`config.mk`:
```
export PLATFORM = sky130hd
export DESIGN_NAME = unified_mem_arbiter
export DESIGN_NICKNAME = d
export VERILOG_FILES = /design/src/rtl/unified_mem_arbiter.sv
export SDC_FILE = /design/constraint.sdc
export NUM_CORES = 1
export LEC_CHECK = 0
export BUFFER_PORTS_ARGS = -buffer_cell sky130_fd_sc_hd__buf_2
export CAP_MARGIN = 25
export CORE_MARGIN = 10
export CORE_UTILIZATION = 50
export DETAILED_ROUTE_END_ITERATION = 8
export PLACE_DENSITY = 0.84
export REMOVE_ABC_BUFFERS = 1
export SYNTH_ARGS = -nofsm -noshare
export SYNTH_HDL_FRONTEND = slang
export SYNTH_SLANG_ARGS = --single-unit
```
`constraint.sdc`:
```
create_clock -name clk_i -period 3.6 [get_ports clk_i]
set_input_delay 0.36 -clock clk_i [delete_from_list [all_inputs] [get_ports clk_i]]
set_output_delay 0.36 -clock clk_i [all_outputs]
set_load 0.05 [all_outputs]
```
`src/rtl/unified_mem_arbiter.sv`:
```
`default_nettype none
// ============================================================================
// Module   : unified_mem_arbiter
// Brief    : Shared I/D memory port arbiter/sequencer with fetch/MEM stalls.
//            Optional fetch-stall counter enabled by ARB_STALL_COUNT_EN.
// Revision : 1.0 - initial release
// ============================================================================
module unified_mem_arbiter #(
    parameter int LATENCY = 3
) (
    input  logic        clk_i,
    input  logic        rest_i,
    input  logic        if_req_i,
    input  logic        mem_rd_req_i,
    input  logic        mem_wr_req_i,
    output logic        mem_addr_sel_o,
    output logic        mem_read_o,
    output logic        mem_write_o,
    output logic        if_ready_o,
    output logic        data_ready_o,
    output logic        freeze_pc_o,
    output logic        stall_mem_o,
    output logic        busy_o,
    output logic [15:0] stall_count_o
);

    typedef enum logic [1:0] {
        IDLE      = 2'd0,
        BUSY_IF   = 2'd1,
        BUSY_DATA = 2'd2
    } state_t;

    localparam bit         SINGLE   = (LATENCY == 1);
    localparam logic [3:0] CNT_INIT = (LATENCY > 1) ? 4'(LATENCY - 2) : 4'd0;

    state_t     state_q;
    logic [3:0] cnt_q;
    logic       last_data_q;
    logic       wr_q;

    logic       grant_data;
    logic       grant_if;
    logic       data_req;

    assign data_req = mem_rd_req_i | mem_wr_req_i;

    // Grant is decided combinationally in IDLE; masked while reset is held
    // so an aborted access cannot reappear on the strobes during reset.
    assign grant_data = (state_q == IDLE) & ~rest_i & data_req
                      & ~(last_data_q & if_req_i);
    assign grant_if   = (state_q == IDLE) & ~rest_i & ~grant_data & if_req_i;

    always_comb begin
        mem_addr_sel_o = 1'b0;
        mem_read_o     = 1'b0;
        mem_write_o    = 1'b0;
        if_ready_o     = 1'b0;
        data_ready_o   = 1'b0;
        case (state_q)
            IDLE: begin
                mem_addr_sel_o = grant_data;
                mem_write_o    = grant_data & mem_wr_req_i;
                mem_read_o     = grant_if | (grant_data & ~mem_wr_req_i);
                if_ready_o     = SINGLE & grant_if;
                data_ready_o   = SINGLE & grant_data;
            end
            BUSY_IF: begin
                mem_read_o = 1'b1;
                if_ready_o = (cnt_q == 4'd0);
            end
            BUSY_DATA: begin
                mem_addr_sel_o = 1'b1;
                mem_write_o    = wr_q;
                mem_read_o     = ~wr_q;
                data_ready_o   = (cnt_q == 4'd0);
            end
            default: begin
                mem_addr_sel_o = 1'b0;
            end
        endcase
    end

    assign busy_o      = (state_q != IDLE);
    assign freeze_pc_o = if_req_i & ~if_ready_o;
    assign stall_mem_o = data_req & ~data_ready_o;

    always_ff @(posedge clk_i or posedge rest_i) begin
        if (rest_i) begin
            state_q     <= IDLE;
            cnt_q       <= 4'd0;
            last_data_q <= 1'b0;
            wr_q        <= 1'b0;
        end else begin
            case (state_q)
                IDLE: begin
                    if (grant_data) begin
                        wr_q <= mem_wr_req_i;
                        if (SINGLE) begin
                            last_data_q <= 1'b1;
                        end else begin
                            state_q <= BUSY_DATA;
                            cnt_q   <= CNT_INIT;
                        end
                    end else if (grant_if) begin
                        if (SINGLE) begin
                            last_data_q <= 1'b0;
                        end else begin
                            state_q <= BUSY_IF;
                            cnt_q   <= CNT_INIT;
                        end
                    end
                end
                BUSY_IF: begin
                    if (cnt_q == 4'd0) begin
                        state_q     <= IDLE;
                        last_data_q <= 1'b0;
                    end else begin
                        cnt_q <= cnt_q - 4'd1;
                    end
                end
                BUSY_DATA: begin
                    if (cnt_q == 4'd0) begin
                        state_q     <= IDLE;
                        last_data_q <= 1'b1;
                    end else begin
                        cnt_q <= cnt_q - 4'd1;
                    end
                end
                default: begin
                    state_q <= IDLE;
                end
            endcase
        end
    end

`ifdef ARB_STALL_COUNT_EN
    logic [15:0] stall_count_q;

    always_ff @(posedge clk_i or posedge rest_i) begin
        if (rest_i) begin
            stall_count_q <= 16'h0000;
        end else if (freeze_pc_o && (stall_count_q != 16'hFFFF)) begin
            stall_count_q <= stall_count_q + 16'h0001;
        end
    end

    assign stall_count_o = stall_count_q;
`else
    assign stall_count_o = 16'h0000;
`endif

endmodule
`default_nettype wire

```
### Yosys cells after proc, flatten, opt, wreduce, memory -nomap -nowiden

Index checks and enable logic that the tools add are counted.
Widths: inputs -> output; s select.

| word-level totals | value |
|---|---|
| word-level logic and storage cells | 57 |
| flip-flop bits (word level) | 8 |
| output and inout bits | 24 |
| input bits | 5 |

| operators by class | value |
|---|---|
| bitwise logic cells | 19 |
| add/subtract/negate cells | 1 |
| multiplexer cells | 16 |
| reduce and logical (&&, ||, !) cells | 10 |
| equality and inequality tests | 7 |

Operator list:

| cell | count |
|---|---|
| $mux 4 | 3 |
| $and 1x1->1 | 10 |
| $pmux 4 s2 | 1 |
| $not 1->1 | 7 |
| $mux 2 | 3 |
| $ne 2x2->1 const B | 3 |
| $pmux 1 s2 | 3 |
| $reduce_and 3->1 | 2 |
| $reduce_bool 2->1 | 3 |
| $logic_not 4->1 | 1 |
| $mux 1 | 4 |
| $pmux 2 s2 | 1 |
| $reduce_and 2->1 | 2 |
| $sub 4x1->4 const B | 1 |
| $ne 3x3->1 const B | 1 |
| $pmux 1 s3 | 1 |
| $eq 2x1->1 const B | 1 |
| $eq 2x2->1 const B | 1 |
| $logic_not 2->1 | 1 |
| $ne 2x1->1 const B | 1 |
| $or 1x1->1 | 2 |
| $reduce_or 2->1 | 1 |

### Logic depth before layout (Yosys ltp)

| depth | value |
|---|---|
| depth in word-level cells | 10 |
| gate-level depth with buffers | 6 |
| gate-level depth less buffers | 6 |

### Least setup slack after synthesis

Ideal clock, no wire load.

| timing | value |
|---|---|
| path kind | register -> output |
| from | register cnt_q[0] |
| to | output port stall_mem_o |
| buffers on the path | 0 |
| cell stages (with the launch flop) | 6 |
| path slack | 1371 ps |
| required time | 3240 ps |
| data arrival time | 1869 ps |
| cell sequence | dfrtp_1 -> inv_1 -> ha_1 -> nor3b_2 -> and2_1 -> nor2_1 |

| on the way | value |
|---|---|
| cells in the longest elaborated chain, start to end | 4 |

Ends and longest elaborated chain:

| element | RTL line | text |
|---|---|---|
| from (decl) | 37 | `logic [3:0] cnt_q;` |
| from (signal assigned) | 118 | `cnt_q <= cnt_q - 4'd1;` |
| from (signal assigned) | 126 | `cnt_q <= cnt_q - 4'd1;` |
| $logic_not 4->1 | 75 | `data_ready_o = (cnt_q == 4'd0);` |
| $mux 1 | 59 | `case (state_q)` |
| net data_ready_o | 20 | `output logic data_ready_o,` |
| $not 1->1 | 85 | `assign stall_mem_o = data_req & ~data_ready_o;` |
| $and 1x1->1 | 85 |  |
| to (decl) | 22 | `output logic stall_mem_o,` |

The timed path passes the listed nets, and every way through them passes these cells.

### Worst setup path in the final report

| timing | value |
|---|---|
| from | register state_q[0] |
| to | output port mem_write_o |

| on the way | value |
|---|---|
| cells in the longest elaborated chain, start to end | 6 |
| elaborated cells between the ends (all ways) | 7 |
| those cells by class | 1 x eq/ne; 1 x mux; 4 x bitwise; 1 x reduce/logical |

Ends and longest elaborated chain:

| element | RTL line | text |
|---|---|---|
| from (decl) | 36 | `state_t state_q;` |
| from (signal assigned) | 89 | `state_q <= IDLE;` |
| from (signal assigned) | 101 | `state_q <= BUSY_DATA;` |
| from (signal assigned) | 108 | `state_q <= BUSY_IF;` |
| $logic_not 2->1 | 49, 59 |  |
| $and 1x1->1 (2 in a row) | 49 | `assign grant_data = (state_q == IDLE) & ~rest_i & data_req` |
| $and 1x1->1 | 50 | `& ~(last_data_q & if_req_i);` |
| $and 1x1->1 | 62 | `mem_write_o = grant_data & mem_wr_req_i;` |
| $pmux 1 s2 (*) | 59 |  |
| to (decl) | 18 | `output logic mem_write_o,` |

Mark *: on every way between the ends. The rest lies on a longest branch, timed or not.

==> results.toml <==
[placement]
io_buffers = 12
gp_congestion = 0.813
pre_cts_ws_ps = 1600
hpwlAfterDp_um = 1230
place_area_um2 = 739

[logic_synthesis]
synth-seq-cells = 8
synth_area_leaders = "dfrtp_1, buf_4, ha_1, a22o_1, inv_1"
synth.avg_cell_area_um2 = 9.06
synth_top_cell_by_area = "dfrtp_1"
async_flop_share_pct = 100
ys_types = 28
synth_top_area_share_pct = 27.6
synthCells = 80
synth-edff-count = 0
seq_area_frac_synth_pct = 27.6
synth-main-ff-cell = "dfrtp_1"
syn_area_um2 = 724
yosysWarnings = 0

[worst_setup_path]
worst_ep_arrival_time_ps = 1980
slowest_delay_ps = 400
r2r_slack_ps = 1820
critPathMaxFanout = 7
crit_family = "simple AND/OR/NAND/NOR gates"
path_cells = "inv_1 -> ha_1 -> nor2b_1 -> and2_1 -> a22o_1 -> buf_2"
cp-start-kind = "register"
cp_slowest_cell = "dfrtp_1"
worst-path-buf-inv = 2
critical_path_class = "reg2out"
critical_path_required_ps = 3240
endpoint_kind = "primary output"

[detailed_routing]
drt_iter0_drc = 9
drt-wirelength-per-cell_um = 14.4
vias = 561
detail-route-antenna-nets = 0
first_pass_iters = 4
wl_um = 1580
vias_per_cell = 5.15
drc = 0

[power]
netSwitchingFraction_pct = 54.7
powerDensity_nw_per_um2 = 950
p_seq_share_pct = 21.7
p_leak_nw = 0.440
combinationalPowerShare_pct = 67.7
max-vdd-ir-drop_mv = 0.386
intPower_w = 0.000328
p_clk_share_pct = 10.6
p_sw_w = 0.000395
total_power_w = 0.000724

[clocking]
cts_setup_buffers = 0
clkSinkCount = 8
cts_max_level = 1
tritoncts = "done"
cts_resized = 0
cts.path.max_buffers = 2
clk_pin_slew_worst_paths_ps = 60
clk_latency_ps = 270
holdBufCountCts = 0
numCtsBuffers = 3
cts-root-buf = "clkbuf_4"

[timing]
slew_violations = 0
timing.final.ws_setup_ps = 1260
fin_crit_sh_pct = 65.0
period_needed_ps = 2340
max_freq_mhz = 427
rsz0062_at_grt = "no"
setup_viol = 0
hold_viol = 0
fin_tns_setup_ps = 0
clock_skew_ps = 3.86

[global_routing]
antenna_found_initial = 0
grt_first_pass_wirelength_um = 2660
grt_pass1_vias = 616
track_usage_pct = 9.91
grt_max_degree = 9
overflow = 0

[die]
dieWidth_um = 58.1
ios = 29
start_util_pct = 54.3
placementRows = 13
die_h_um = 58.1
die_area_um2 = 3370
core_area_um2 = 1330

[layout]
finish.net_count = 106
layout-drive-gt1-share_pct = 22.3
area_delta_synth_final_pct = 5.18
finish.instance_area_um2 = 762
antenna_cells = 0

[run]
cap_violations = 0

[worst_hold_path]
min_path_type = "in2async"

[status]
status = "finished, final reports clean"
==> synth_stat cells (2+ instances only) <==
master	count
nand2b_1	2
a22o_1	5
dfrtp_1	8
nand2_1	6
inv_1	8
and2_1	3
a21o_1	2
buf_4	16
nor2_1	5
ha_1	5
nor2b_1	3
==> layer usage <==
metal	global-route usage (%)	up-vias	part of all wire, %
met2	15.0	30	42
met1	10.6	255	45
met4	6.04	0	2.5
met5	0	-	0
li1	-	271	-
met3	5.23	5	11
==> power groups by stage <==
stage                      clock, W  sequential (W)  combinational [W]
after floorplan                   0        0.000151           0.000404
after global placement            0        0.000156           0.000480
after detailed placement          0        0.000158           0.000491
after CTS                 0.0000782        0.000157           0.000494
after global routing      0.0000840        0.000162           0.000535
final                     0.0000766        0.000157           0.000490
==> flip-flops by register name, indices dropped and copies added, names as in the netlist <==
register and flops:
state_q 2, cnt_q 4, wr_q 1, last_data_q 1
==> area by class of cell <==
| type | count | area [um2] |
|---|---|---|
| fillers | 126 | 572 |
| multi-input cells | 63 | 430 |
| flip-flops and latches | 8 | 200 |
| repair buffers | 12 | 60.1 |
| inverters | 8 | 30.0 |
| clock buffers | 3 | 22.5 |
| well taps | 15 | 18.8 |
==> logic make-up (layout without fill, tap and decap cells) <==
family / count (synthesis) / after routing / share of synthesized area, %
and+or+nand+nor: 25 / 25 / 22.1
buffers and inverters: 24 / 23 / 20.7
AOI/OAI and AO/OA: 16 / 16 / 19.0
DFF: 8 / 8 / 27.6
adders and majority gates: 5 / 5 / 8.64
other: 1 / 16 / 0.518
muxes: 1 / 1 / 1.38
==> stage by stage <==
| stage | utilization [%] | hold WS, ps | instances |
|---|---|---|---|
| global placement | 55.4 | 369 | 106 |
| CTS | 57.1 | 81.3 | 109 |
| detailed placement | 55.4 | 371 | 106 |
| finish | 57.1 | 79.1 | 109 |
| floorplan | - | 176 | 79 |
| global route | 57.1 | 88.2 | 109 |
==> path summary, 6_finish.rpt <==
kind                              start     endpoint  cells after the start
setup reg to reg             state_q[0]     cnt_q[2]                      6
hold / removal                   rest_i  last_data_q                      2
max in group asynchronous        rest_i     cnt_q[2]                      2
min in group clk_i         mem_wr_req_i         wr_q                      2
hold reg to reg             last_data_q  last_data_q                      1
setup / recovery             state_q[0]  mem_write_o                      6
==> placed cells by master (no fill, tap or decap), drive strengths merged <==
cell type,Yosys,routed
a2111oi,1,1
a211o,1,1
a21o,2,2
a21oi,1,1
a221oi,2,2
a22o,5,5
a22oi,1,1
and2,3,3
and4,1,1
and4b,1,1
buf,16,12
clkbuf,0,3
conb,1,16
dfrtp,8,8
ha,5,5
inv,8,8
mux2i,1,1
nand2,6,6
nand2b,2,2
nor2,5,5
nor2b,3,3
nor3,1,1
nor3b,1,1
nor4b,1,1
o211ai,1,1
o21ai,2,2
or3,1,1
Note: power is estimated with default switching activity, not from simulation.
